File: config.mk
export PLATFORM = sky130hd
export DESIGN_NAME = rv_trap_ctrl_flat
export DESIGN_NICKNAME = d
export VERILOG_FILES = /design/src/rtl/rv_trap_ctrl_if.sv /design/src/rtl/rv_trap_ctrl.sv /design/src/flat_wrapper.sv
export SDC_FILE = /design/constraint.sdc
export NUM_CORES = 1
export LEC_CHECK = 0
export ABC_AREA = 1
export CAP_MARGIN = 10
export CORE_MARGIN = 2
export CORE_UTILIZATION = 42
export DETAILED_ROUTE_END_ITERATION = 10
export GPL_TIMING_DRIVEN = 0
export PLACE_DENSITY = 0.81
export SLEW_MARGIN = 5
export SYNTH_ARGS = -nofsm -noshare
export SYNTH_HDL_FRONTEND = slang
export SYNTH_SLANG_ARGS = --single-unit
File: constraint.sdc
create_clock -name i_clk -period 1.5 [get_ports i_clk]
set_input_delay 0.15 -clock i_clk [delete_from_list [all_inputs] [get_ports i_clk]]
set_output_delay 0.15 -clock i_clk [all_outputs]
set_load 0.1 [all_outputs]
File: src/rtl/rv_trap_ctrl_if.sv
// rtl/rv_trap_ctrl_if.sv - execute/CSR/fetch signal bundle for the machine-mode trap controller
interface rv_trap_ctrl_if;
    logic [2:0]  i_pend;
    logic [2:0]  i_en;
    logic        i_ebreak;
    logic        i_ecall;
    logic        i_mret;
    logic [31:0] i_pc;
    logic [31:0] i_mtvec;
    logic        i_csr_we;
    logic [1:0]  i_csr_wdata;
    logic        i_drain_ack;
    logic        o_drain_req;
    logic        o_redirect;
    logic [31:0] o_redirect_pc;
    logic        o_mepc_we;
    logic [31:0] o_mepc;
    logic        o_mcause_we;
    logic [31:0] o_mcause;
    logic [1:0]  o_mstatus;
    logic        o_busy;

    modport master (
        output i_pend, i_en, i_ebreak, i_ecall, i_mret, i_pc, i_mtvec,
               i_csr_we, i_csr_wdata, i_drain_ack,
        input  o_drain_req, o_redirect, o_redirect_pc, o_mepc_we, o_mepc,
               o_mcause_we, o_mcause, o_mstatus, o_busy
    );

    modport slave (
        input  i_pend, i_en, i_ebreak, i_ecall, i_mret, i_pc, i_mtvec,
               i_csr_we, i_csr_wdata, i_drain_ack,
        output o_drain_req, o_redirect, o_redirect_pc, o_mepc_we, o_mepc,
               o_mcause_we, o_mcause, o_mstatus, o_busy
    );
endinterface

File: src/rtl/rv_trap_ctrl.sv
// rtl/rv_trap_ctrl.sv - machine-mode trap entry/return sequencer; RV_TRAP_VECTORED_EN enables vectored interrupt dispatch
module rv_trap_ctrl #(
    parameter int RET_LAT = 1
) (
    input logic           i_clk,
    input logic           i_reset_n,
    rv_trap_ctrl_if.slave bus
);
    typedef enum logic [2:0] {IDLE, DRAIN, ENTER, REDIR, RET} state_t;

    localparam logic [1:0] RET_LAST = 2'(RET_LAT - 1);

    state_t      state, nxt;
    logic        mie, mpie;
    logic [31:0] mepc, mcause, redirect_pc;
    logic [1:0]  ret_cnt;
    logic [2:0]  pend_en;
    logic        irq, trap_req;
    logic [31:0] cause_sel, target;
    logic        drain_req, redirect, csr_strobe, busy;

    assign pend_en  = bus.i_pend & bus.i_en;
    assign irq      = mie & (|pend_en);
    assign trap_req = bus.i_ebreak | bus.i_ecall | irq;

    // Exceptions outrank interrupts; among interrupts ext > soft > timer.
    always_comb begin
        cause_sel = 32'd0;
        if (bus.i_ebreak)     cause_sel = 32'd3;
        else if (bus.i_ecall) cause_sel = 32'd11;
        else if (pend_en[2])  cause_sel = 32'h8000_000B;
        else if (pend_en[0])  cause_sel = 32'h8000_0003;
        else if (pend_en[1])  cause_sel = 32'h8000_0007;
    end

`ifdef RV_TRAP_VECTORED_EN
    always_comb begin
        target = {bus.i_mtvec[31:2], 2'b00};
        if (bus.i_mtvec[1:0] == 2'b01 && cause_sel[31])
            target = {bus.i_mtvec[31:2], 2'b00} + {22'd0, cause_sel[7:0], 2'b00};
    end
`else
    wire unused_mode = &{1'b0, bus.i_mtvec[1:0]};
    assign target = {bus.i_mtvec[31:2], 2'b00};
`endif

    always_ff @(posedge i_clk) begin
        if (!i_reset_n) state <= IDLE;
        else            state <= nxt;
    end

    always_comb begin
        nxt        = state;
        drain_req  = 1'b0;
        redirect   = 1'b0;
        csr_strobe = 1'b0;
        busy       = 1'b1;
        case (state)
            IDLE: begin
                busy = 1'b0;
                if (trap_req)        nxt = DRAIN;
                else if (bus.i_mret) nxt = REDIR;
            end
            DRAIN: begin
                drain_req = 1'b1;
                if (bus.i_drain_ack) nxt = ENTER;
            end
            ENTER: begin
                csr_strobe = 1'b1;
                nxt        = REDIR;
            end
            REDIR: begin
                redirect = 1'b1;
                nxt      = RET;
            end
            RET: begin
                if (ret_cnt == RET_LAST) nxt = IDLE;
            end
            default: nxt = IDLE;
        endcase
    end

    // Trap context is captured at acceptance; DRAIN can only exit via ENTER or reset.
    always_ff @(posedge i_clk) begin
        if (!i_reset_n) begin
            mie         <= 1'b0;
            mpie        <= 1'b0;
            mepc        <= 32'd0;
            mcause      <= 32'd0;
            redirect_pc <= 32'd0;
            ret_cnt     <= 2'd0;
        end else begin
            case (state)
                IDLE: begin
                    if (trap_req) begin
                        mepc        <= bus.i_pc;
                        mcause      <= cause_sel;
                        redirect_pc <= target;
                        if (bus.i_csr_we) {mpie, mie} <= bus.i_csr_wdata;
                    end else if (bus.i_mret) begin
                        redirect_pc <= mepc;
                        mie         <= mpie;
                        mpie        <= 1'b1;
                    end else if (bus.i_csr_we) begin
                        {mpie, mie} <= bus.i_csr_wdata;
                    end
                end
                ENTER: begin
                    mpie <= mie;
                    mie  <= 1'b0;
                end
                REDIR:   ret_cnt <= 2'd0;
                RET:     ret_cnt <= ret_cnt + 2'd1;
                default: ;
            endcase
        end
    end

    assign bus.o_drain_req   = drain_req;
    assign bus.o_redirect    = redirect;
    assign bus.o_redirect_pc = redirect_pc;
    assign bus.o_mepc_we     = csr_strobe;
    assign bus.o_mcause_we   = csr_strobe;
    assign bus.o_mepc        = mepc;
    assign bus.o_mcause      = mcause;
    assign bus.o_mstatus     = {mpie, mie};
    assign bus.o_busy        = busy;
endmodule

File: src/flat_wrapper.sv
// flat-port wrapper written by rule: the top's interface ports become plain ports
module rv_trap_ctrl_flat 
#(
    parameter int RET_LAT = 1
)
  (i_clk, i_reset_n, bus_i_pend, bus_i_en, bus_i_ebreak, bus_i_ecall, bus_i_mret, bus_i_pc, bus_i_mtvec, bus_i_csr_we, bus_i_csr_wdata, bus_i_drain_ack, bus_o_drain_req, bus_o_redirect, bus_o_redirect_pc, bus_o_mepc_we, bus_o_mepc, bus_o_mcause_we, bus_o_mcause, bus_o_mstatus, bus_o_busy);
  rv_trap_ctrl_if bus_i ();
  input logic i_clk;
  input logic i_reset_n;
  input wire logic [$bits(bus_i.i_pend)-1:0] bus_i_pend;
  input wire logic [$bits(bus_i.i_en)-1:0] bus_i_en;
  input wire logic [$bits(bus_i.i_ebreak)-1:0] bus_i_ebreak;
  input wire logic [$bits(bus_i.i_ecall)-1:0] bus_i_ecall;
  input wire logic [$bits(bus_i.i_mret)-1:0] bus_i_mret;
  input wire logic [$bits(bus_i.i_pc)-1:0] bus_i_pc;
  input wire logic [$bits(bus_i.i_mtvec)-1:0] bus_i_mtvec;
  input wire logic [$bits(bus_i.i_csr_we)-1:0] bus_i_csr_we;
  input wire logic [$bits(bus_i.i_csr_wdata)-1:0] bus_i_csr_wdata;
  input wire logic [$bits(bus_i.i_drain_ack)-1:0] bus_i_drain_ack;
  output wire logic [$bits(bus_i.o_drain_req)-1:0] bus_o_drain_req;
  output wire logic [$bits(bus_i.o_redirect)-1:0] bus_o_redirect;
  output wire logic [$bits(bus_i.o_redirect_pc)-1:0] bus_o_redirect_pc;
  output wire logic [$bits(bus_i.o_mepc_we)-1:0] bus_o_mepc_we;
  output wire logic [$bits(bus_i.o_mepc)-1:0] bus_o_mepc;
  output wire logic [$bits(bus_i.o_mcause_we)-1:0] bus_o_mcause_we;
  output wire logic [$bits(bus_i.o_mcause)-1:0] bus_o_mcause;
  output wire logic [$bits(bus_i.o_mstatus)-1:0] bus_o_mstatus;
  output wire logic [$bits(bus_i.o_busy)-1:0] bus_o_busy;
  assign bus_i.i_pend = bus_i_pend;
  assign bus_i.i_en = bus_i_en;
  assign bus_i.i_ebreak = bus_i_ebreak;
  assign bus_i.i_ecall = bus_i_ecall;
  assign bus_i.i_mret = bus_i_mret;
  assign bus_i.i_pc = bus_i_pc;
  assign bus_i.i_mtvec = bus_i_mtvec;
  assign bus_i.i_csr_we = bus_i_csr_we;
  assign bus_i.i_csr_wdata = bus_i_csr_wdata;
  assign bus_i.i_drain_ack = bus_i_drain_ack;
  assign bus_o_drain_req = bus_i.o_drain_req;
  assign bus_o_redirect = bus_i.o_redirect;
  assign bus_o_redirect_pc = bus_i.o_redirect_pc;
  assign bus_o_mepc_we = bus_i.o_mepc_we;
  assign bus_o_mepc = bus_i.o_mepc;
  assign bus_o_mcause_we = bus_i.o_mcause_we;
  assign bus_o_mcause = bus_i.o_mcause;
  assign bus_o_mstatus = bus_i.o_mstatus;
  assign bus_o_busy = bus_i.o_busy;
  rv_trap_ctrl #(.RET_LAT(RET_LAT)) u_core (.i_clk(i_clk), .i_reset_n(i_reset_n), .bus(bus_i));
endmodule
==> metrics.txt <==
Final setup violation count=0; GR Util All Layers=23.5%; CTS H-Tree Depth=3; Sw Ratio=51.7%; CP delay by family, top=buffers and inverters; top post-synthesis cells by area=dfxtp_1 38%, nand2_1 17%, buf_4 6.5%; final hold vios=0; CP Depth=10; Post-synth EDFFs=0; YS warnings=0; pwr dens=1440 mW/mm^2; CP cell instances=clkdlybuf4s50_1 -> nand2_2 -> nand3_1 -> nand2_2 -> nand2_4 -> nand2_4 -> inv_4 -> buf_4 -> nand2_1 -> a21oi_2; fillcell total=829; WS Path Type=in2reg; max-slew violation count=0; VDD IR max=0.720 mV; Final Util=64.3%; cts hold-fix bufs=0; Initial Utilization=42.7%; DRC Markers=0; Post-Syn Instances=534; CORE AREA=0.00915 sq mm; Setup crit end kind=flop; Reg2Reg Setup Slack=0.11 ns; Die Height=101 um; Flop pwr share=29.4%; Detailed Route Iter0 Violations=120; sequential area share after synthesis=38.4%; Comb power frac=54.9%; vias per cell=4.63; worst skew pair latency=0.33 ns; Post-Syn Area=0.00391 sq mm; fin nets=804; FF-to-FF path depth=8; status=finished, final reports clean; CTS sink cnt=75; number of buffers created by CTS=9; WL final=11.7 mm; power share of the clock group=15.7%; Leakage=2.65 nW; number of buffers added on ports=151; initial antenna violation count=0; Netlist cell types=31; Top FF cell, synth=dfxtp_1; cell-internal power=4.10 mW; pin count of the biggest net entering global routing=12; Area Overhead vs Synth=50.5%; synthesized area per cell=7.33 sq um; die area=0.0101 sq mm; crit path launch=bus_i_pend[2]; Setup crit end=u_core.bus.o_mepc[16]; Routed Antenna Nets=0; CTS tree=built; Clock Path Buffers=2; most common cell in the netlist=nand2_1; Critical Path Slowest Stage Cell=clkdlybuf4s50_1; RD Place Congestion=0.901; CP peak stage delay=0.53 ns; fin crit share=96.7%; row count=35; clock slew seen by the registers of the worst setup and hold paths=0.07 ns; total number of vias=3888; clock skew=0.0118 ns; crit-path max FO=10; Total Power=8.48 mW; Max Fclk=690 MHz; Post-synth ARST share=0%; Seq cells post-synth=75; wire length of the first global-routing pass=18.5 mm; drt pass-1 iters=4; crit path DAT=1.71 ns; grt ovf=0; post-synth top area share=38.4%; Max Cap Viol=0; Reg2Reg Capture Point=u_core.bus.o_mepc[16]; vias in the first global route=3887; Buf/Inv on CP=3; launch point of the worst reg-to-reg path=u_core.state[0]; IO Pins=182; Worst Hold Class=in2reg; Worst-Margin Slew=0.888 ns; Avg WL per Cell=14.0 um; n_diodes=0; min Tclk post-route=1.45 ns; Die W=101 um; HPWL Detailed=8.76 mm; Setup crit start kind=input pin; top post-synthesis cells by count=176 x nand2_1, 75 x dfxtp_1, 65 x nor2_1; layout cells sized above 1=31.0%; Rel. slew slack=40.8%; root buf cell=clkbuf_8; switching pwr=4.39 mW; Synth area leader=dfxtp_1; Worst EP required=1.76 ns
-- power groups by stage --
| stage | combinational (mW) | clock (mW) | sequential (mW) |
|---|---|---|---|
| floorplan | 1.78 | 0 | 4.37 |
| global placement | 4.68 | 0 | 2.52 |
| detailed placement | 4.72 | 0 | 2.52 |
| CTS | 4.67 | 1.38 | 2.49 |
| global route | 4.89 | 1.47 | 2.52 |
| finish | 4.66 | 1.33 | 2.49 |
-- per-stage QoR --
| step | hold WS [ns] | instance area [sq um] | instances | setup TNS, ns | worst slack, ns |
|---|---|---|---|---|---|
| 4_1_cts | 0.131 | 5940 | 837 | -0.00110 | -0.00110 |
| 2_1_floorplan | 0.293 | 4030 | 560 | -0.0126 | -0.0126 |
| 3_5_place_dp | 0.449 | 5680 | 822 | -29.91 | -0.704 |
| 3_3_place_gp | 0.437 | 5680 | 822 | -26.02 | -0.685 |
| 6_report | 0.152 | 5890 | 839 | 0 | 0.0502 |
| 5_1_grt | 0.133 | 5890 | 839 | -0.00306 | -0.00306 |
-- cell usage in the layout, fill, tap and decap left out, drive strengths merged, types with 3 or more instances in the layout --
master	count
dfxtp	75
clkinv	3
nand3b	30
conb	27
clkdlybuf4s18	4
nor2	68
clkbuf	18
clkdlybuf4s50	75
buf	76
a21oi	44
nand2	212
nand3	11
o21ai	3
inv	19
clkdlybuf4s15	53
-- worst min path at each step --
stage / start / endpoint / slack (ns) / cells past startpoint
after detailed placement: u_core.bus.o_mcause[31] / u_core.bus.o_mcause[31] / 0.45 / 2
after floorplan: bus_i_pc[0] / u_core.bus.o_mepc[0] / 0.29 / 2
after global placement: u_core.bus.o_mcause[31] / u_core.bus.o_mcause[31] / 0.44 / 2
after CTS: i_reset_n / u_core.bus.o_mcause[2] / 0.13 / 3
after global routing: i_reset_n / u_core.bus.o_mcause[2] / 0.13 / 3
final: i_reset_n / u_core.bus.o_mcause[2] / 0.15 / 3
-- routing by layer --
layer	up-vias	global-route usage (%)	part of all wire (%)	routed length [um]
met5	-	0	0	0
met4	0	9.27	1.6	192
met3	14	6.24	5.9	697
met2	135	39.4	49	5690
met1	1743	28.6	44	5140
li1	1996	-	-	-
-- cell families after synthesis --
| family | after synthesis | synth area share, % |
|---|---|---|
| and+or+nand+nor | 324 | 37.8 |
| buffers and inverters | 81 | 13.6 |
| AOI/OAI and AO/OA | 52 | 9.85 |
| DFF | 75 | 38.4 |
| other | 1 | 0.0958 |
| adders and majority gates | 1 | 0.320 |
-- final cells by class --
| cell class | instances | area [sq um] | share of cell area (%) |
|---|---|---|---|
| plain buffers | 60 | 453 | 7.69 |
| clock buffers | 12 | 145 | 2.46 |
| repair buffers | 154 | 1550 | 26.3 |
| inverters | 20 | 83.8 | 1.42 |
| multi-input cells | 404 | 1990 | 33.8 |
| well taps | 111 | 139 | 2.36 |
| clock inverters | 3 | 15.0 | 0.255 |
| flip-flops and latches | 75 | 1510 | 25.7 |
-- sequential cells by signal, indices dropped and copies added (netlist names) --
signal                    flops
u_core.state                  3
u_core.mpie                   1
u_core.bus.o_mepc            32
u_core.mie                    1
u_core.bus.o_redirect_pc     32
u_core.bus.o_mcause           4
u_core.ret_cnt                2
-- worst register-to-register path: stages (launching register included) --
cell     delay, ns
dfxtp_4       0.38
nor2_4        0.15
nand2_4       0.09
inv_4         0.09
nand2_4       0.08
inv_4         0.13
buf_4         0.20
nand2_1       0.08
a21oi_2       0.12
-- what timing repair did --
action,4_1_cts,5_1_grt
resized for setup,259,36
setup buffers,0,3
endpoints found under the setup margin,76,53
cloned,0,0
pin swaps,0,1
Power figures use the tool's default switching activity.
